$ cat config.mk
export PLATFORM = sky130hd
export DESIGN_NAME = refresh_scheduler
export DESIGN_NICKNAME = d
export VERILOG_FILES = /design/src/rtl/refresh_scheduler.sv
export SDC_FILE = /design/constraint.sdc
export NUM_CORES = 1
export LEC_CHECK = 0
export ABC_AREA = 1
export BUFFER_PORTS_ARGS = -buffer_cell sky130_fd_sc_hd__buf_2
export CORE_UTILIZATION = 45
export CTS_BUF_LIST = sky130_fd_sc_hd__clkbuf_4
export DETAILED_ROUTE_END_ITERATION = 10
export PLACE_DENSITY = 0.82
export SLEW_MARGIN = 20
export SYNTH_ARGS = -nofsm -noshare
export SYNTH_HDL_FRONTEND = slang
export SYNTH_SLANG_ARGS = --single-unit
$ cat constraint.sdc
create_clock -name sys_clk -period 1.1 [get_ports sys_clk]
set_input_delay 0.11 -clock sys_clk [delete_from_list [all_inputs] [get_ports sys_clk]]
set_output_delay 0.11 -clock sys_clk [all_outputs]
set_load 0.005 [all_outputs]
$ cat src/rtl/refresh_scheduler.sv
// -----------------------------------------------------------------------------
// refresh_scheduler
//
// Sequences an all-bank refresh. When the refresh manager asks for one, normal
// traffic is blocked, in-flight bursts drain, open rows are closed with PREA,
// tRP is waited out, REF is issued, and the block waits for the manager's
// completion and for its flags to clear before normal traffic is allowed again.
//
// Optional feature (compile-time macro REFRESH_POSTPONE_EN):
//   When defined, a refresh request that arrives while normal traffic is
//   pending is deferred (DEFER state) for up to POSTPONE_MAX cycles, or until
//   the traffic goes away. When undefined, DEFER, its counter and the
//   POSTPONE_MAX parameter do not exist.
//
// Parameters
//   TRP           precharge-to-refresh delay in sys_clk cycles (1..255)
//   POSTPONE_MAX  max deferral in cycles (1..65535), REFRESH_POSTPONE_EN only
//
// Ports
//   sys_clk         in   single clock, rising edge
//   sys_rst_n       in   asynchronous active-low reset
//   refresh_needed  in   refresh request from the refresh manager
//   refresh_done    in   refresh completion from the refresh manager
//   refresh         out  one-cycle start pulse to the refresh manager
//   bank_group      out  refresh target bank group, always 2'b00 (all-bank)
//   bank            out  refresh target bank, always 2'b00 (all-bank)
//   bank_open       in   open-row bitmap, bit index {bank_group,bank}
//   burst_busy      in   data burst in flight
//   cmd_req         in   normal traffic pending
//   cmd_allow       out  normal ACT/RD/WR permitted
//   pre_all         out  one-cycle PREA command pulse to the PHY
//   ref_cmd         out  one-cycle REF command pulse to the PHY
//   ref_active      out  high whenever the scheduler is not idle
// -----------------------------------------------------------------------------
module refresh_scheduler #(
    parameter int TRP = 15
`ifdef REFRESH_POSTPONE_EN
    ,
    parameter int POSTPONE_MAX = 1024
`endif
) (
    input  logic        sys_clk,
    input  logic        sys_rst_n,
    input  logic        refresh_needed,
    input  logic        refresh_done,
    output logic        refresh,
    output logic [1:0]  bank_group,
    output logic [1:0]  bank,
    input  logic [15:0] bank_open,
    input  logic        burst_busy,
    input  logic        cmd_req,
    output logic        cmd_allow,
    output logic        pre_all,
    output logic        ref_cmd,
    output logic        ref_active
);

    typedef enum logic [2:0] {
        ST_IDLE      = 3'd0,
`ifdef REFRESH_POSTPONE_EN
        ST_DEFER     = 3'd1,
`endif
        ST_DRAIN     = 3'd2,
        ST_PRECHARGE = 3'd3,
        ST_WAIT_TRP  = 3'd4,
        ST_REFRESH   = 3'd5,
        ST_WAIT_DONE = 3'd6,
        ST_RELEASE   = 3'd7
    } state_t;

    // WAIT_TRP is left when the counter holds TRP-1, giving exactly TRP cycles.
    localparam logic [7:0] TRP_LAST = 8'(TRP - 1);

    state_t      state_reg;
    state_t      state_next;
    logic [7:0]  trp_cnt_reg;
    logic [7:0]  trp_cnt_next;

    // Outputs are registered: their next values are decoded from state_next,
    // so each output changes on the same edge the state it belongs to is
    // entered and never glitches.
    logic        pre_all_reg;
    logic        pre_all_next;
    logic        ref_pulse_reg;
    logic        ref_pulse_next;
    logic        cmd_allow_reg;
    logic        cmd_allow_next;
    logic        ref_active_reg;
    logic        ref_active_next;

`ifdef REFRESH_POSTPONE_EN
    // The counter counts the DEFER cycle being spent, so holding it at
    // POSTPONE_MAX-1 means POSTPONE_MAX cycles have been used up.
    localparam logic [15:0] POSTPONE_LAST = 16'(POSTPONE_MAX - 1);

    logic [15:0] postpone_cnt_reg;
    logic [15:0] postpone_cnt_next;
`else
    // Without deferral there is nothing to do with pending traffic.
    logic        unused_cmd_req;
    assign unused_cmd_req = cmd_req;
`endif

    // -------------------------------------------------------------------------
    // State and counter registers
    // -------------------------------------------------------------------------
    always_ff @(posedge sys_clk or negedge sys_rst_n) begin
        if (!sys_rst_n) begin
            state_reg   <= ST_IDLE;
            trp_cnt_reg <= '0;
        end else begin
            state_reg   <= state_next;
            trp_cnt_reg <= trp_cnt_next;
        end
    end

`ifdef REFRESH_POSTPONE_EN
    always_ff @(posedge sys_clk or negedge sys_rst_n) begin
        if (!sys_rst_n) begin
            postpone_cnt_reg <= '0;
        end else begin
            postpone_cnt_reg <= postpone_cnt_next;
        end
    end
`endif

    // -------------------------------------------------------------------------
    // Next-state logic
    // -------------------------------------------------------------------------
    always_comb begin
        state_next   = state_reg;
        trp_cnt_next = '0;
`ifdef REFRESH_POSTPONE_EN
        postpone_cnt_next = '0;
`endif

        case (state_reg)
            ST_IDLE: begin
                if (refresh_needed) begin
`ifdef REFRESH_POSTPONE_EN
                    state_next = cmd_req ? ST_DEFER : ST_DRAIN;
`else
                    state_next = ST_DRAIN;
`endif
                end
            end

`ifdef REFRESH_POSTPONE_EN
            ST_DEFER: begin
                // The counter falls back to zero on exit via the default above.
                if (!cmd_req || (postpone_cnt_reg == POSTPONE_LAST)) begin
                    state_next = ST_DRAIN;
                end else begin
                    postpone_cnt_next = postpone_cnt_reg + 16'd1;
                end
            end
`endif

            // Once here the refresh always runs to completion, even if
            // refresh_needed drops.
            ST_DRAIN: begin
                if (!burst_busy) begin
                    state_next = (|bank_open) ? ST_PRECHARGE : ST_REFRESH;
                end
            end

            ST_PRECHARGE: begin
                state_next = ST_WAIT_TRP;
            end

            // bank_open is deliberately not looked at here: PREA already
            // closed everything, so late updates of the bitmap are irrelevant.
            ST_WAIT_TRP: begin
                if (trp_cnt_reg == TRP_LAST) begin
                    state_next = ST_REFRESH;
                end else begin
                    trp_cnt_next = trp_cnt_reg + 8'd1;
                end
            end

            ST_REFRESH: begin
                state_next = ST_WAIT_DONE;
            end

            ST_WAIT_DONE: begin
                if (refresh_done) begin
                    state_next = ST_RELEASE;
                end
            end

            // The manager clears refresh_needed/refresh_done one cycle late;
            // waiting for both to be low keeps that stale request from
            // starting a second refresh.
            ST_RELEASE: begin
                if (!refresh_needed && !refresh_done) begin
                    state_next = ST_IDLE;
                end
            end

            default: begin
                state_next = ST_IDLE;
            end
        endcase
    end

    // -------------------------------------------------------------------------
    // Output decode (from the state about to be entered)
    // -------------------------------------------------------------------------
    always_comb begin
        pre_all_next    = (state_next == ST_PRECHARGE);
        ref_pulse_next  = (state_next == ST_REFRESH);
        ref_active_next = (state_next != ST_IDLE);
`ifdef REFRESH_POSTPONE_EN
        cmd_allow_next  = (state_next == ST_IDLE) || (state_next == ST_DEFER);
`else
        cmd_allow_next  = (state_next == ST_IDLE);
`endif
    end

    always_ff @(posedge sys_clk or negedge sys_rst_n) begin
        if (!sys_rst_n) begin
            pre_all_reg    <= 1'b0;
            ref_pulse_reg  <= 1'b0;
            cmd_allow_reg  <= 1'b1;
            ref_active_reg <= 1'b0;
        end else begin
            pre_all_reg    <= pre_all_next;
            ref_pulse_reg  <= ref_pulse_next;
            cmd_allow_reg  <= cmd_allow_next;
            ref_active_reg <= ref_active_next;
        end
    end

    // PRECHARGE and REFRESH are single-cycle states always followed by a
    // different state, so these pulses can never be two cycles long.
    assign pre_all    = pre_all_reg;
    assign refresh    = ref_pulse_reg;
    assign ref_cmd    = ref_pulse_reg;
    assign cmd_allow  = cmd_allow_reg;
    assign ref_active = ref_active_reg;

    // Only all-bank refresh is supported.
    assign bank_group = 2'b00;
    assign bank       = 2'b00;

endmodule

; After elaboration in Yosys (flattened, before gate mapping)
; Cells that the tools add are included.
[totals]
register_bits = 15
in_bits = 22
word_cells = 32
[classes]
addsub = 1
n_eq_ne = 9
mux = 9
n_reduce_logical = 7
[op_table]
columns = op, n
row1 = $pmux 3 s7, 1
row2 = $mux 3, 6
row3 = $mux 8, 2
row4 = $reduce_or 16->1, 1
row5 = $eq 3x3->1 const B, 5
row6 = $eq 3x2->1 const B, 3
row7 = $add 8x1->8 const B, 1
row8 = $eq 8x4->1 const B, 1
row9 = $logic_not 3->1, 2
row10 = $reduce_bool 3->1, 1
row11 = $logic_not 1->1, 2
row12 = $logic_and 1x1->1, 1

; Depth between registers and ports, before layout
; Gate-level depths: netlist of the first run.
[logic_depth]
depth_word = 5
mapped_depth = 9

; Least setup slack after synthesis of the first run
; No wires, ideal clock.
[synth_path]
path_type = flip-flop to flip-flop
startpoint = register trp_cnt_reg[0]
endpoint = register ref_active_reg, in the netlist ref_active
setup_time_ns = 0.131
arrival_ns = 1.090
setup_slack_ns = -0.121
stages_incl_launch_ff = 9
n_path_buf = 0
path_cell_list = dfrtp_1 -> inv_1 -> ha_1 -> nand3_1 -> nor2_1 -> nand2_1 -> nand2_1 -> nor2_1 -> nand3_1
[synth_between]
elab_chain_len = 4
[synth_lines]
columns = item, line
row1 = from (decl), 76  ; logic [7:0] trp_cnt_reg;
row2 = from (signal assigned), 113  ; trp_cnt_reg <= trp_cnt_next;
row3 = $eq 8x4->1, 174  ; if (trp_cnt_reg == TRP_LAST) begin
row4 = $mux 3, 174
row5 = $pmux 3 s7, 137  ; case (state_reg)
row6 = $reduce_bool 3->1, 212  ; ref_active_next = (state_next != ST_IDLE);
row7 = via ref_active_next, 89  ; logic ref_active_next;
row8 = to (signal assigned), 230  ; ref_active_reg <= ref_active_next;
row9 = to (decl), 88  ; logic ref_active_reg;
; The timed path passes the listed nets, and every way through them passes these cells.

; Worst setup path after layout of the first run
[layout_path]
startpoint = register trp_cnt_reg[0]
endpoint = register cmd_allow_reg, in the netlist cmd_allow
[layout_between]
elab_chain_len = 4
[layout_lines]
columns = item, line
row1 = $eq 8x4->1, 174
row2 = $mux 3, 174
row3 = $pmux 3 s7, 137
row4 = $logic_not 3->1, 216  ; cmd_allow_next = (state_next == ST_IDLE);
row5 = via cmd_allow_next, 87  ; logic cmd_allow_next;
row6 = to (signal assigned), 229  ; cmd_allow_reg <= cmd_allow_next;
row7 = to (decl), 86  ; logic cmd_allow_reg;
; The timed path passes the listed nets, and every way through them passes these cells.

==> summary.md, run 1 <==
| Metric | Value |
|---|---|
| Outcome | `finished with violations` |
| Failing checks | `design-rule violations, negative setup slack` |
| Worst hold path class | `primary input to async pin` |
| Total power per unit cell area | `1950 nW/µm²` |
| WP data required | `1.33 ns` |
| Root buf cell | `clkbuf_4` |
| Setup CP Type | `flip-flop to flip-flop` |
| Achievable frequency | `746 MHz` |
| Clk pwr share | `13.9%` |
| Routed wire length | `2540 µm` |
| Num rows | `15` |
| Multi-input logic area | `487 µm²` |
| Router iterations before antenna repair | `7` |
| DP Wirelength | `1430 µm` |
| GRT Total Usage | `26.2%` |
| Place WS | `-0.195 ns` |
| Vias per inst | `5.09` |
| Final net count | `185` |
| Starting Density | `48.0%` |
| Final instance area | `1270 µm²` |
| Yosys top cell area share | `42.2%` |
| Fin crit period | `1.34 ns` |
| Clock Pin Slew Worst Setup and Hold Paths | `0.09 ns` |
| WP data arrival | `1.57 ns` |
| Combinational Power Share | `53.2%` |
| Synthesized cell area | `830 µm²` |
| # clock sinks | `15` |
| P&R area growth vs syn | `53.7%` |
| Flip-flop and latch area | `378 µm²` |
| Reg power frac | `32.9%` |
| Setup WS post-layout | `-0.240 ns` |
| Final critical-path share of the clock period | `122%` |
| Post-Synthesis Cells | `115` |
| DRT iter0 DRCs | `38` |
| Antenna diodes | `0` |
| Die ar. | `2020 µm²` |
| CP Capture Type | `flip-flop` |
| Clk_lat worst skew | `0.28 ns` |
| Tot Pwr | `0.00248 W` |
| Cts bufs inserted | `3` |
| Filler cell count | `116` |
| Critical-path cell list | `inv_1, ha_2, nand3_2, nor2_4, nand2_4, nand2_4, nor2_4, nand2_2, nor2_2` |
| CP Buf/Inv Count | `1` |
| Sw Share | `43.5%` |
| Core ar. | `1730 µm²` |
| Sw Pwr | `0.00108 W` |
| DRC viols | `1` |
| Initial antenna violation count | `0` |
| Die H | `44.9 µm` |
| # Max-Cap Violations | `0` |
| Area leader, netlist | `dfrtp_1` |
| Final setup viols | `15` |
| Largest net degree at the start of global routing | `16` |
| Startpoint Class | `flip-flop` |
| Slowest cell delay on critical path | `0.40 ns` |
| Dpl cell area | `1040 µm²` |
| Flip-flop count of the largest register after layout | `8` |
| Total number of vias | `941` |
| GP Congestion | `0.790` |
| Distinct cells, synth | `17` |
| Final ANT Viol Nets | `0` |
| LEAKAGE | `0.667 nW` |
| Yosys warns | `0` |
| P_int | `0.00140 W` |
| Register area share after synthesis | `45.4%` |
| Hold Fails Final Rpt | `0` |
| Horiz. Die Dim | `44.9 µm` |
| Slowest-stage cell, CP | `dfrtp_1` |
| CTS tree | `yes` |
| IO buf count | `25` |
| Number of global-route vias before repair | `905` |
| Total negative slack | `-3.03 ns` |
| Avg Inst Size Synth | `7.21 µm²` |
| Fraction of layout instances using a drive strength above 1 | `50.0%` |
| IO Pins | `31` |
| Synthesized flop and latch total | `15` |
| Worst-path maximum fanout | `5` |
| RSZ-0062 raised after global routing | `true` |
| Fin. max-slew vios | `0` |
| Global route overflow | `0` |
| Synth area leaders | `dfrtp_1 (42%), nor2_1 (13%), nand2_1 (10%), inv_1 (8.1%), nand3_1 (6.0%)` |
| Maximum vdd drop | `1300 µV` |
| Htree depth | `1` |
| Avg WL per Cell | `13.7 µm` |
| Clk buf depth | `2` |
| Worst clock skew | `0.00260 ns` |
| Delay-heaviest family, CP | `simple AND/OR/NAND/NOR gates` |
| First-pass GRT wire length | `3790 µm` |
-- final timing paths --
check / startpoint / end / slack, ns / depth (start not counted)
max: trp_cnt_reg[0] / cmd_allow / -0.24 / 9
min: sys_rst_n / trp_cnt_reg[6] / 0.25 / 2
max reg2reg: trp_cnt_reg[0] / cmd_allow / -0.24 / 9
min reg2reg: trp_cnt_reg[7] / trp_cnt_reg[7] / 0.64 / 3
max in group asynchronous: sys_rst_n / cmd_allow / 0.56 / 2
min in group sys_clk: burst_busy / ref_active / 0.25 / 5
-- final cells by class --
cell class,instances,area share (%)
multi-input combinational,80,38.2
sequential,15,29.6
timing repair buffer,43,22.1
inverter,18,5.30
tap,25,2.45
clock buffer,4,2.36
-- cell families (layout without fill, tap and decap cells) --
kind of cell	Yosys count	count (layout)	synth area share, %
adder cells (fa/ha/maj)	2	2	3.02
other	1	4	0.452
AO/OA/AOI/OAI	6	6	3.62
AND/OR/NAND/NOR	66	66	32.7
buffers and inverters	23	65	12.7
flip-flops	15	15	45.4
XOR/XNOR	2	2	2.11
-- synthesized netlist by cell type (all sizes together) --
| cell | n |
|---|---|
| xor2 | 2 |
| dfrtp | 14 |
| dfstp | 1 |
| a21oi | 2 |
| buf | 5 |
| nor3 | 2 |
| nor2 | 29 |
| conb | 1 |
| nand4 | 1 |
| ha | 2 |
| nor3b | 1 |
| nand3 | 10 |
| o21ai | 4 |
| inv | 18 |
| nand2 | 23 |
-- power groups by stage --
stage	logic, W	registers (W)	clock network [W]
after global routing	0.00141	0.000831	0.000380
after global placement	0.000744	0.000768	0
after detailed placement	0.000785	0.000778	0
after CTS	0.000961	0.000796	0.000346
after floorplan	0.000482	0.000775	0
final	0.00132	0.000817	0.000346
-- through the flow --
stage	instances	utilization [%]	hold WS [ns]
detailed placement	173	60.5	0.0308
floorplan	118	-	-0.186
global route	185	73.8	0.254
finish	185	73.8	0.247
CTS	183	69.0	0.253
global placement	173	60.5	0.0189
-- worst register-to-register path: cells and delay by family, from the launching register on --
family,cells,cell delay (ns)
fa+ha+maj,1,0.17
buf+inv,1,0.06
flops,1,0.40
simple gates,7,0.67
-- cell usage in the layout, fill, tap and decap left out --
cell	netlist	routed
ha_2	0	2
nand3_1	10	6
clkbuf_4	0	4
inv_2	0	4
nor2_1	29	20
nor3_2	0	1
a21oi_2	0	1
a21oi_1	2	1
buf_6	0	5
nor3_4	0	1
nand2_4	0	2
dfrtp_2	0	1
nor2_2	0	6
o21ai_4	0	1
nor3b_2	0	1
nand2_1	22	16
nor2_4	0	3
dfrtp_1	14	13
conb_1	1	4
xor2_1	2	2
o21ai_2	0	1
o21ai_1	1	2
dlygate4sd3_1	0	1
nand3_2	0	4
inv_1	18	14
buf_4	5	12
dfstp_2	1	1
nand2_2	1	5
nand4_1	1	1
buf_2	0	25
-- routing by layer --
metal / vias up / track usage (%) / share of wire [%]
li1: 432 / - / -
met1: 445 / 29.1 / 38
met2: 54 / 48.4 / 53
met3: 10 / 3.20 / 5.8
met4: 0 / 13.3 / 3.4
met5: - / 0 / 0
-- repair_timing --
item | CTS | global route
pin swaps | 12 | 7
setup buffers | 5 | 2
hold endpoints to repair | 14 | 0
resized for setup | 24 | 20
endpoints found under the setup margin | 14 | 15
hold buffers | 1 | 0
Power figures use the tool's default switching activity.
==> run 2, diff against run 1 <==
--- a/config.mk
+++ b/config.mk
@@ -10,6 +10,7 @@
 export CORE_UTILIZATION = 45
 export CTS_BUF_LIST = sky130_fd_sc_hd__clkbuf_4
 export DETAILED_ROUTE_END_ITERATION = 10
+export MAX_ROUTING_LAYER = met4
 export PLACE_DENSITY = 0.82
 export SLEW_MARGIN = 20
 export SYNTH_ARGS = -nofsm -noshare
==> summary.md, run 2 (synthesized netlist as in run 1, its figures left out) <==
| Metric | Value |
|---|---|
| Filler cell count | `113 (-2.6%)` |
| Vias per inst | `5.19 (+2.0%)` |
| Die H | `44.9 µm (unchanged)` |
| Fraction of layout instances using a drive strength above 1 | `50.6% (+0.62 points)` |
| Most frequent cells in the layout | `buf_2 (25), nor2_1 (20), nand2_1 (15)` |
| Initial antenna violation count | `0 (unchanged)` |
| Worst hold path class | `primary input to async pin` |
| # Max-Cap Violations | `0 (unchanged)` |
| Final net count | `185 (unchanged)` |
| Global route overflow | `0 (unchanged)` |
| Avg WL per Cell | `14.3 µm (+4.3%)` |
| Routed wire length | `2650 µm (+4.3%)` |
| CTS tree | `yes` |
| Fin. max-slew vios | `0 (unchanged)` |
| IO Pins | `31 (unchanged)` |
| DR top layer | `met4` |
| First-pass GRT wire length | `3790 µm (unchanged)` |
| Clock Pin Slew Worst Setup and Hold Paths | `0.09 ns (about the same)` |
| Setup CP Type | `flip-flop to flip-flop` |
| Root buf cell | `clkbuf_4` |
| P_int | `0.00140 W (+0.12%)` |
| Largest net degree at the start of global routing | `16 (unchanged)` |
| Final setup viols | `15 (unchanged)` |
| Core ar. | `1730 µm² (unchanged)` |
| Num rows | `15 (unchanged)` |
| Hold WS | `0.250 ns (+0.00360 ns)` |
| Number of global-route vias before repair | `904 (-0.11%)` |
| Most common cell after layout, fill and taps aside | `buf_2` |
| Setup WS post-layout | `-0.284 ns (-0.0440 ns)` |
| Failing checks | `design-rule violations, negative setup slack` |
| Total power per unit cell area | `1930 nW/µm² (-0.73%)` |
| DRT iter0 DRCs | `51 (+34%)` |
| Met2 wire len | `1360 µm (+1.4%)` |
| Achievable frequency | `722 MHz (-3.2%)` |
| Cts bufs inserted | `3 (unchanged)` |
| WP data arrival | `1.60 ns (+0.03 ns)` |
| Critical-path cell list | `inv_2, nand3_2, nor2_2, nand3_1, nand2_2, nand3_2, nor2_2` |
| Startpoint Class | `flip-flop` |
| Antenna diodes | `0 (unchanged)` |
| Tot Pwr | `0.00249 W (about the same)` |
| GRT Total Usage | `27.1% (+0.88 points)` |
| DR WL met3 | `168 µm (+14%)` |
| Sw Pwr | `0.00108 W (about the same)` |
| Router iterations before antenna repair | `7 (unchanged)` |
| Total number of vias | `960 (+2.0%)` |
| Die ar. | `2020 µm² (unchanged)` |
| DP Wirelength | `1430 µm (unchanged)` |
| # clock sinks | `15 (unchanged)` |
| CP Capture Type | `flip-flop` |
| IO buf count | `25 (unchanged)` |
| Htree depth | `1 (unchanged)` |
| Horiz. Die Dim | `44.9 µm (unchanged)` |
| Final ANT Viol Nets | `0 (unchanged)` |
| Clk_lat worst skew | `0.28 ns (about the same)` |
| P&R area growth vs syn | `54.9%` |
| Clk pwr share | `14.0% (about the same)` |
| Worst-path maximum fanout | `4 (-1)` |
| Worst clock skew | `0.00196 ns (-0.000635 ns)` |
| Sw Share | `43.5% (about the same)` |
| WP data required | `1.31 ns (-0.02 ns)` |
| LEAKAGE | `0.668 nW (+0.16%)` |
| Clk buf depth | `2 (unchanged)` |
| Flip-flop count of the largest register after layout | `8 (unchanged)` |
| M1 WL | `980 µm (+1.6%)` |
| Slowest cell delay on critical path | `0.43 ns (+0.03 ns)` |
| CP Buf/Inv Count | `1 (unchanged)` |
| Combinational Power Share | `53.0% (-0.2 points)` |
| DRC viols | `1 (unchanged)` |
| Maximum vdd drop | `1170 µV (-9.7%)` |
| Starting Density | `48.0% (unchanged)` |
| RSZ-0062 raised after global routing | `true` |
| Final critical-path share of the clock period | `126% (+4.0 points)` |
| Hold Fails Final Rpt | `0 (unchanged)` |
| GP Congestion | `0.801 (+1.4%)` |
| Slowest-stage cell, CP | `dfrtp_1` |
| Outcome | `finished with violations` |
| Reg power frac | `33.0% (about the same)` |
| Delay-heaviest family, CP | `simple AND/OR/NAND/NOR gates` |
| Fin crit period | `1.38 ns (+0.0440 ns)` |
run 2: power groups by stage:
stage | Combinational (W) | Sequential (W) | Clock, W
5_1_grt | 0.00142 | 0.000831 | 0.000385
2_1_floorplan | 0.000482 | 0.000775 | 0
6_report | 0.00132 | 0.000820 | 0.000348
3_5_place_dp | 0.000785 | 0.000778 | 0
4_1_cts | 0.000961 | 0.000796 | 0.000346
3_3_place_gp | 0.000744 | 0.000768 | 0
run 2: path summary, 6_finish.rpt:
| check | start | endpoint | slack, ns | cells past startpoint |
|---|---|---|---|---|
| worst min-delay path | sys_rst_n | trp_cnt_reg[5] | 0.25 | 2 |
| min in group sys_clk | refresh_needed | ref_active | 0.26 | 5 |
| worst min register to register | trp_cnt_reg[7] | trp_cnt_reg[7] | 0.64 | 3 |
| worst max register to register | state_reg[2] | ref_cmd | -0.28 | 7 |
| worst max-delay path | state_reg[2] | ref_cmd | -0.28 | 7 |
| max in group asynchronous | sys_rst_n | cmd_allow | 0.56 | 2 |
run 2: layer usage:
metal	vias to the layer above	global-route usage (%)
li1	434	-
met1	445	29.3
met2	64	48.4
met3	17	3.20
met4	0	13.3
met5	-	-
run 2: area by class of cell:
cell class / count / area (µm²) / share of cell area (%)
multi-input cells: 80 / 497 / 38.7
well taps: 25 / 31.3 / 2.43
repair buffers: 43 / 282 / 21.9
clock buffers: 4 / 30.0 / 2.34
inverters: 18 / 67.6 / 5.26
flip-flops and latches: 15 / 378 / 29.4
run 2: metrics by stage:
| stage | setup slack (ns) | TNS [ns] | cell area [µm²] | instances | util (%) |
|---|---|---|---|---|---|
| finish | -0.284 | -3.16 | 1280 | 185 | 74.4 |
| global route | -0.328 | -3.78 | 1280 | 185 | 74.4 |
| CTS | -0.139 | -1.36 | 1190 | 183 | 69.0 |
| detailed placement | -0.195 | -1.83 | 1040 | 173 | 60.5 |
| global placement | -0.112 | -1.15 | 1040 | 173 | 60.5 |
| floorplan | -0.0542 | -0.225 | 851 | 118 | - |
run 2: timing repair:
| action | in CTS | in global routing |
|---|---|---|
| resized for setup | 24 | 22 |
| pin swaps | 12 | 7 |
| endpoints found under the setup margin | 14 | 15 |
| endpoints found under the hold margin | 14 | 0 |
| setup buffers | 5 | 2 |
| hold buffers | 1 | 0 |
==> run 3, diff against run 2 <==
--- a/config.mk
+++ b/config.mk
@@ -7,11 +7,13 @@
 export LEC_CHECK = 0
 export ABC_AREA = 1
 export BUFFER_PORTS_ARGS = -buffer_cell sky130_fd_sc_hd__buf_2
+export CORE_MARGIN = 1.5
 export CORE_UTILIZATION = 45
 export CTS_BUF_LIST = sky130_fd_sc_hd__clkbuf_4
 export DETAILED_ROUTE_END_ITERATION = 10
 export MAX_ROUTING_LAYER = met4
 export PLACE_DENSITY = 0.82
+export SETUP_SLACK_MARGIN = 0.02
 export SLEW_MARGIN = 20
 export SYNTH_ARGS = -nofsm -noshare
 export SYNTH_HDL_FRONTEND = slang
==> summary.md, run 3 (synthesized netlist as in run 1, its figures left out) <==
| Metric | Value |
|---|---|
| Avg WL per Cell | `10.7 µm (-26%)` |
| Post-layout util | `70.9% (-3.5 points)` |
| Clk_lat worst skew | `0.30 ns (+0.02 ns)` |
| Achievable frequency | `794 MHz (+10%)` |
| Final ANT Viol Nets | `0 (unchanged)` |
| DRC viols | `0 (-1)` |
| Die H | `45.9 µm (+2.2%)` |
| LEAKAGE | `0.639 nW (-4.3%)` |
| Failing checks | `negative setup slack` |
| Largest net degree at the start of global routing | `16 (unchanged)` |
| Root buf cell | `clkbuf_4` |
| Setup CP Type | `flip-flop to flip-flop` |
| # clock sinks | `15 (unchanged)` |
| GRT Total Usage | `22.8% (-4.3 points)` |
| Initial antenna violation count | `0 (unchanged)` |
| GP Congestion | `0.843 (+5.2%)` |
| IO Pins | `31 (unchanged)` |
| Clock Pin Slew Worst Setup and Hold Paths | `0.10 ns (about the same)` |
| Worst-path maximum fanout | `5 (+1)` |
| Vias per inst | `4.72 (-9.1%)` |
| Setup WS post-layout | `-0.159 ns (+0.125 ns)` |
| Most frequent cells in the layout | `buf_2 (25), nor2_1 (23), nand2_1 (18)` |
| Cts bufs inserted | `3 (unchanged)` |
| Routed wire length | `1970 µm (-26%)` |
| Outcome | `finished with violations` |
| Worst hold path class | `primary input to async pin` |
| DP Wirelength | `1330 µm (-7.0%)` |
| CP Capture Type | `flip-flop` |
| Fraction of layout instances using a drive strength above 1 | `43.1% (-7.5 points)` |
| Placed cells | `173 (unchanged)` |
| WP data arrival | `1.49 ns (-0.11 ns)` |
| Fin. max-slew vios | `0 (unchanged)` |
| Worst clock skew | `0.00385 ns (+0.00189 ns)` |
| Total number of vias | `873 (-9.1%)` |
| Global route overflow | `0 (unchanged)` |
| First-pass GRT wire length | `3260 µm (-14%)` |
| Final setup viols | `14 (-1)` |
| Total power per unit cell area | `1840 nW/µm² (-5.1%)` |
| WP data required | `1.33 ns (+0.02 ns)` |
| Horiz. Die Dim | `45.9 µm (+2.2%)` |
| Antenna diodes | `0 (unchanged)` |
| DRT iter0 DRCs | `14 (-73%)` |
| Non-Filler Instances | `185 (unchanged)` |
| Router iterations before antenna repair | `4 (-3)` |
| Startpoint Class | `flip-flop` |
| # Max-Cap Violations | `0 (unchanged)` |
| Hold Fails Final Rpt | `0 (unchanged)` |
| Htree depth | `1 (unchanged)` |
| IO buf count | `25 (unchanged)` |
| Total negative slack | `-1.58 ns (+1.57 ns)` |
| Final instance area | `1220 µm² (-4.7%)` |
| Final critical-path share of the clock period | `114% (-11 points)` |
| Flop-to-flop setup slack | `-0.16 ns (+0.13 ns)` |
| Num rows | `15 (unchanged)` |
| Fin crit period | `1.26 ns (-0.125 ns)` |
| Number of global-route vias before repair | `796 (-12%)` |
| Tot Pwr | `0.00225 W (-9.6%)` |
| CTS tree | `yes` |
| Die ar. | `2110 µm² (+4.5%)` |
| Most common cell after layout, fill and taps aside | `buf_2` |
| RSZ-0062 raised after global routing | `true` |
| Flip-flop count of the largest register after layout | `8 (unchanged)` |
| P&R area growth vs syn | `47.7%` |
| Starting Density | `48.0% (unchanged)` |
| Maximum vdd drop | `1050 µV (-11%)` |
| Dpl cell area | `1040 µm² (unchanged)` |
| Core ar. | `1730 µm² (unchanged)` |
| Final net count | `185 (unchanged)` |
| Clk buf depth | `2 (unchanged)` |
## run 3: cell count changes in the layout (fill, tap and decap cells not counted), sizes merged
cell | previous run | this run
clkbuf | 4 | 3
clkinv | 0 | 1
## run 3: metrics by stage
step           hold WS [ns]  setup slack [ns]
6_report              0.231            -0.159
5_1_grt               0.245            -0.283
4_1_cts               0.224            -0.147
3_5_place_dp         0.0288            -0.161
3_3_place_gp         0.0208            -0.116
2_1_floorplan        -0.186           -0.0542
## run 3: layer usage
layer | track usage [%] | share of wire (%) | up-vias
met5 | - | 0 | -
met4 | 12.0 | 2.9 | 0
met3 | 6.35 | 3.2 | 7
met2 | 36.9 | 51 | 22
met1 | 25.0 | 43 | 412
li1 | - | - | 432
## run 3: final cells by class
type | count | area [µm²]
sequential | 15 | 377
clock inverter | 1 | 5.00
clock buffer | 3 | 22.5
multi-input combinational | 80 | 444
inverter | 18 | 67.6
tap | 25 | 31.3
timing repair buffer | 43 | 278
fill | 137 | 502
## run 3: where the power goes
group	internal (W)	switching (W)	leakage, nW
registers	0.000684	0.0000967	0.191
clock network	0.000136	0.000198	0.0177
logic	0.000525	0.000608	0.431
total	0.00135	0.000903	0.639
## run 3: final timing paths
kind                                start        endpoint  depth (start not counted)
hold reg to reg            trp_cnt_reg[5]  trp_cnt_reg[5]                          4
min in group sys_clk       refresh_needed    state_reg[1]                          5
setup reg to reg           trp_cnt_reg[1]       cmd_allow                          8
hold / removal                  sys_rst_n  trp_cnt_reg[5]                          2
setup / recovery           trp_cnt_reg[1]       cmd_allow                          8
max in group asynchronous       sys_rst_n       cmd_allow                          2
## run 3: repair_timing
item	in CTS	in global routing
endpoints found under the hold margin	15	0
buffers inserted	5	2
gates resized for setup	26	4
hold buffers	1	0
setup endpoints to repair	15	15
pin swaps	5	4
## run 3: critical path: stages, from the launching register on
cell	delay, ns
dfrtp_1	0.42
ha_2	0.20
nand3_2	0.09
nor2_1	0.05
nand2_1	0.07
nand2_2	0.07
nor2_4	0.13
nand2_1	0.06
nor2_1	0.10
